`config.mk`:
```
export PLATFORM = sky130hd
export DESIGN_NAME = memory_arbiter
export DESIGN_NICKNAME = d
export VERILOG_FILES = /design/src/rtl/nes_mem_pkg.sv /design/src/rtl/mem_arb_select.sv /design/src/rtl/memory_arbiter.sv
export SDC_FILE = /design/constraint.sdc
export NUM_CORES = 1
export LEC_CHECK = 0
export ABC_AREA = 0
export CAP_MARGIN = 25
export CORE_MARGIN = 4
export CORE_UTILIZATION = 42
export DETAILED_ROUTE_END_ITERATION = 6
export PLACE_DENSITY = 0.84
export REMOVE_ABC_BUFFERS = 1
export SLEW_MARGIN = 25
export SYNTH_ARGS = -nofsm -noshare
export SYNTH_HDL_FRONTEND = slang
export SYNTH_SLANG_ARGS = --single-unit
```
`constraint.sdc`:
```
create_clock -name i_clk -period 2.1 [get_ports i_clk]
set_input_delay 0.525 -clock i_clk [delete_from_list [all_inputs] [get_ports i_clk]]
set_output_delay 0.525 -clock i_clk [all_outputs]
set_load 0.02 [all_outputs]
```
`src/rtl/nes_mem_pkg.sv`:
```
// Shared types and default widths for the NES video-memory arbiter.
package nes_mem_pkg;

  localparam int unsigned DEF_ADDR_W = 16;
  localparam int unsigned DEF_DATA_W = 8;

  typedef enum logic [1:0] {
    IDLE,
    ACCESS,
    DONE
  } state_e;

  typedef enum logic [1:0] {
    PPU,
    CPU,
    DBG
  } req_e;

endpackage

```
`src/rtl/mem_arb_select.sv`:
```
// Fixed-priority pick (PPU > CPU > DBG) with a debug starvation override.
module mem_arb_select
  import nes_mem_pkg::*;
#(
  parameter int unsigned STARVE_LIMIT = 15
) (
  input  logic clk,
  input  logic reset_n,
  input  logic arb_en,
  input  logic ppu_req,
  input  logic cpu_req,
  input  logic dbg_req,
  output req_e grant_c,
  output logic any_req_c
);

  localparam int unsigned CNT_W = $clog2(STARVE_LIMIT + 1);

  logic [CNT_W-1:0] starve_cnt;
  logic             cnt_at_limit;
  logic             starved;

  assign cnt_at_limit = (starve_cnt == CNT_W'(STARVE_LIMIT));
  assign starved      = dbg_req && cnt_at_limit;
  assign any_req_c    = ppu_req || cpu_req || dbg_req;

  always_comb begin
    grant_c = DBG;
    if (starved)      grant_c = DBG;
    else if (ppu_req) grant_c = PPU;
    else if (cpu_req) grant_c = CPU;
  end

  // Counts arbitrations debug lost; only meaningful while the arbiter is idle.
  always_ff @(posedge clk or negedge reset_n) begin
    if (!reset_n) begin
      starve_cnt <= '0;
    end else if (arb_en) begin
      if (!dbg_req || grant_c == DBG) begin
        starve_cnt <= '0;
      end else if (!cnt_at_limit) begin
        starve_cnt <= starve_cnt + CNT_W'(1);
      end
    end
  end

endmodule

```
`src/rtl/memory_arbiter.sv`:
```
// Three-requester synchronous-RAM arbiter: one access every three cycles
// (arbitrate, access, acknowledge).
module memory_arbiter
  import nes_mem_pkg::*;
#(
  parameter int unsigned ADDR_W       = DEF_ADDR_W,
  parameter int unsigned DATA_W       = DEF_DATA_W,
  parameter int unsigned STARVE_LIMIT = 15
) (
  input  logic              i_clk,
  input  logic              i_reset_n,
  input  logic              i_ppu_req,
  input  logic [ADDR_W-1:0] i_ppu_addr,
  output logic              o_ppu_ack,
  input  logic              i_cpu_req,
  input  logic              i_cpu_we,
  input  logic [ADDR_W-1:0] i_cpu_addr,
  input  logic [DATA_W-1:0] i_cpu_wdata,
  output logic              o_cpu_ack,
  input  logic              i_dbg_req,
  input  logic              i_dbg_we,
  input  logic [ADDR_W-1:0] i_dbg_addr,
  input  logic [DATA_W-1:0] i_dbg_wdata,
  output logic              o_dbg_ack,
  output logic [DATA_W-1:0] o_rdata,
  output logic              o_mem_en,
  output logic              o_mem_we,
  output logic [ADDR_W-1:0] o_mem_addr,
  output logic [DATA_W-1:0] o_mem_wdata,
  input  logic [DATA_W-1:0] i_mem_rdata,
  output logic              o_busy
);

  state_e            state;
  req_e              owner;
  req_e              grant;
  logic              any_req;
  logic              arb_en;
  logic              write_q;
  logic [DATA_W-1:0] rdata_q;

  assign arb_en = (state == IDLE);

  mem_arb_select #(
    .STARVE_LIMIT(STARVE_LIMIT)
  ) u_select (
    .clk      (i_clk),
    .reset_n  (i_reset_n),
    .arb_en   (arb_en),
    .ppu_req  (i_ppu_req),
    .cpu_req  (i_cpu_req),
    .dbg_req  (i_dbg_req),
    .grant_c  (grant),
    .any_req_c(any_req)
  );

  // RAM data arrives during DONE; show it live with the ack, then hold it.
  assign o_rdata = (state == DONE && !write_q) ? i_mem_rdata : rdata_q;

  always_ff @(posedge i_clk or negedge i_reset_n) begin
    if (!i_reset_n) begin
      state       <= IDLE;
      owner       <= PPU;
      write_q     <= 1'b0;
      rdata_q     <= '0;
      o_busy      <= 1'b0;
      o_mem_en    <= 1'b0;
      o_mem_we    <= 1'b0;
      o_mem_addr  <= '0;
      o_mem_wdata <= '0;
      o_ppu_ack   <= 1'b0;
      o_cpu_ack   <= 1'b0;
      o_dbg_ack   <= 1'b0;
    end else begin
      o_ppu_ack <= 1'b0;
      o_cpu_ack <= 1'b0;
      o_dbg_ack <= 1'b0;
      case (state)
        IDLE: begin
          if (any_req) begin
            state    <= ACCESS;
            owner    <= grant;
            o_busy   <= 1'b1;
            o_mem_en <= 1'b1;
            case (grant)
              PPU: begin
                write_q     <= 1'b0;
                o_mem_we    <= 1'b0;
                o_mem_addr  <= i_ppu_addr;
                o_mem_wdata <= '0;
              end
              CPU: begin
                write_q     <= i_cpu_we;
                o_mem_we    <= i_cpu_we;
                o_mem_addr  <= i_cpu_addr;
                o_mem_wdata <= i_cpu_wdata;
              end
              default: begin
                write_q     <= i_dbg_we;
                o_mem_we    <= i_dbg_we;
                o_mem_addr  <= i_dbg_addr;
                o_mem_wdata <= i_dbg_wdata;
              end
            endcase
          end
        end
        ACCESS: begin
          state     <= DONE;
          o_mem_en  <= 1'b0;
          o_mem_we  <= 1'b0;
          o_ppu_ack <= (owner == PPU);
          o_cpu_ack <= (owner == CPU);
          o_dbg_ack <= (owner == DBG);
        end
        default: begin
          state  <= IDLE;
          o_busy <= 1'b0;
          if (!write_q) rdata_q <= i_mem_rdata;
        end
      endcase
    end
  end

endmodule

```
==> impl_metrics.yaml <==
yosys:
  ys_types: 35
  netlist_instances: 265
  async_flop_share: 1.00
  synth_edf_count: 0
  avgSynthCellArea_um2: 9.76
  netlist_area_um2: 2590
  yosysSeqAreaShare: 0.455
  synth_warnings: 0
  ys.flop_type: "dfrtp_1"
  yosys_register_bits: 47
setup_path:
  slowest_stage: "dfrtp_1"
  cp-start-kind: "register"
  cp_common_cell: "buf_6"
  r2r-start: "u_select.starve_cnt[0]$_DFFE_PN0P_"
  r2r_setup_slack_ps: 570
  critPathArrivalTime_ps: 1600
  critical_path_class: "register to output port"
  path_cells: "nand2b_4 > nor2_4 > buf_6 > mux2_4 > buf_6"
  r2r-end: "o_mem_we$_DFFE_PN0P_"
  worstPathRequired_ps: 1570
  worst_path_largest_cell_delay_ps: 390
  crit_path_max_fanout: 4
  cp-end-kind: "output port"
  reg2reg_depth: 5
clock_tree:
  cts_buffers: 5
  cts_tree: "yes"
  h-tree-depth: 2
  clkTransAtPathRegs_ps: 90
  clock_latency_ps: 300
  root_buffer: "clkbuf_8"
  clk_path_buf_depth: 2
  cts.sinks: 47
layout:
  final_cell_mix: "clkdlybuf4s50_1 (107), dfrtp_1 (47), a21oi_1 (44), o21ai_0 (30), buf_4 (24)"
  nNetsFinal: 474
  post-route-util: 0.687
  fin_cells: 470
  area_growth_pct: 58.1
  n_antenna_cell: 0
  layout_commonest_cell: "clkdlybuf4s50_1"
  drive_gt1_frac: 0.182
route:
  drc_errors: 0
  first_iter_violations: 185
  num_vias: 2580
  dr.pass1.iters: 4
  viasPerCell: 5.49
  wl_per_cell_um: 16.6
  postRouteAntennaNets: 0
  routed_wl_um: 7820
grt:
  grt_usage: 0.212
  grt_pass1_vias: 2661
  grt_pass1_wl_um: 12600
  overflow: 0
  grt_max_degree: 22
  grt_antenna_before_repair: 0
run_status:
  status: "finished, violations left"
  violations: "negative setup slack"
sta:
  setup_violations: 7
  timing.final.ws_setup_ps: -24.1
  min_period_ps: 2120
  max_freq_mhz: 471
  post-route-period-util: 1.01
  timing.slew.headroom: 0.711
  finalMaxSlewViolations: 0
  tns_ps: -92.0
  skew_ps: 7.12
  grt_setup_unrepaired: "true"
  finalHoldViolations: 0
  worst_slew_pin_slew_ps: 434
placed_design:
  pre_cts_ws_ps: -209
  portBuffers: 116
  dp.cells: 457
  gp_routability_congestion: 0.836
  dp_hpwl_um: 5910
die:
  dieArea_um2: 7480
  core_area_um2: 5960
  die_h_um: 86.5
  die_w_um: 86.5
  ios: 117
  rows: 28
  initial_core_util: 0.434
power:
  ir_drop_mv: 0.845
  power_leakage_nw: 1.67
  power_density_nw_per_um2: 1240
hold_path:
  hp-class: "primary input to asynchronous set/reset pin"
job:
  cap_viol_max_count: 0
[report_power, final]
group	internal [mW]	switching [mW]
Clock	0.238	0.317
Sequential	1.34	0.258
Combinational	1.50	1.42
[final cells by class]
| class | instances | area, µm² |
|---|---|---|
| fillers | 486 | 1870 |
| repair buffers | 145 | 1410 |
| multi-input cells | 191 | 1300 |
| flip-flops and latches | 47 | 1180 |
| well taps | 75 | 93.8 |
| clock buffers | 5 | 68.8 |
| clock inverters | 3 | 23.8 |
| inverters | 4 | 17.5 |
[synthesized netlist by cell type, types with 7 or more instances]
| library cell | n | area share |
|---|---|---|
| nand2_1 | 8 | 0.012 |
| nand3_1 | 11 | 0.021 |
| buf_2 | 7 | 0.014 |
| or3b_1 | 16 | 0.054 |
| o21ai_0 | 30 | 0.058 |
| mux2_2 | 16 | 0.070 |
| clkbuf_1 | 8 | 0.012 |
| nand2b_1 | 16 | 0.039 |
| a21oi_1 | 44 | 0.085 |
| o31ai_1 | 16 | 0.046 |
| a31oi_1 | 10 | 0.024 |
| dfrtp_1 | 47 | 0.45 |
[cell families (layout without fill, tap and decap cells)]
group,Yosys count,after routing,share of synthesized area
AOI/OAI and AO/OA,103,103,0.222
and+or+nand+nor,70,70,0.187
DFF,47,47,0.455
buffers and inverters,27,157,0.0580
adders and majority gates,1,1,0.00483
muxes,17,17,0.0735
[registers in the layout, indices dropped and copies added, names as in the netlist]
signal               flops
o_dbg_ack                1
o_ppu_ack                1
owner                    2
o_mem_addr              16
o_mem_wdata              8
o_mem_we                 1
o_mem_en                 1
rdata_q                  8
o_cpu_ack                1
o_busy                   1
state                    2
u_select.starve_cnt      4
write_q                  1
[stage by stage]
stage / instance area (µm²) / hold WS, ps / power (mW)
final: 4090 / 148 / 5.07
after detailed placement: 3900 / 465 / 4.34
after global placement: 3900 / 456 / 4.25
after floorplan: 2450 / 229 / 2.96
after global routing: 4090 / 180 / 5.36
after CTS: 4090 / 152 / 5.09
[how the worst max path moves through the flow]
stage                          from          to  slack, ps  cells past startpoint
2_1_floorplan  state[1]$_DFFE_PN0N_  o_rdata[0]        240                      3
3_3_place_gp         i_mem_rdata[2]  o_rdata[2]       -150                      3
3_5_place_dp         i_mem_rdata[2]  o_rdata[2]       -210                      3
4_1_cts         write_q$_DFFE_PN0P_  o_rdata[2]        -40                      5
5_1_grt         write_q$_DFFE_PN0P_  o_rdata[3]        -80                      5
6_report        write_q$_DFFE_PN0P_  o_rdata[3]        -20                      5
[what timing repair did]
item | in CTS | in global routing
hold endpoints to repair | 0 | 0
endpoints found under the setup margin | 8 | 9
buffers inserted | 5 | 0
hold buffers | 0 | 0
pin swaps | 1 | 1
gates resized for setup | 61 | 1
[routing by layer]
layer,track usage,part of all wire
met5,0,0
met4,0.0623,0.018
met3,0.0361,0.058
met2,0.411,0.56
met1,0.234,0.37
[worst max-delay path, delay by kind of cell, from the launching register on]
kind,cells,cell delay [ps]
and+or+nand+nor,2,310
muxes,1,300
buffers and inverters,2,280
DFF,1,390
Power figures use the tool's default switching activity.
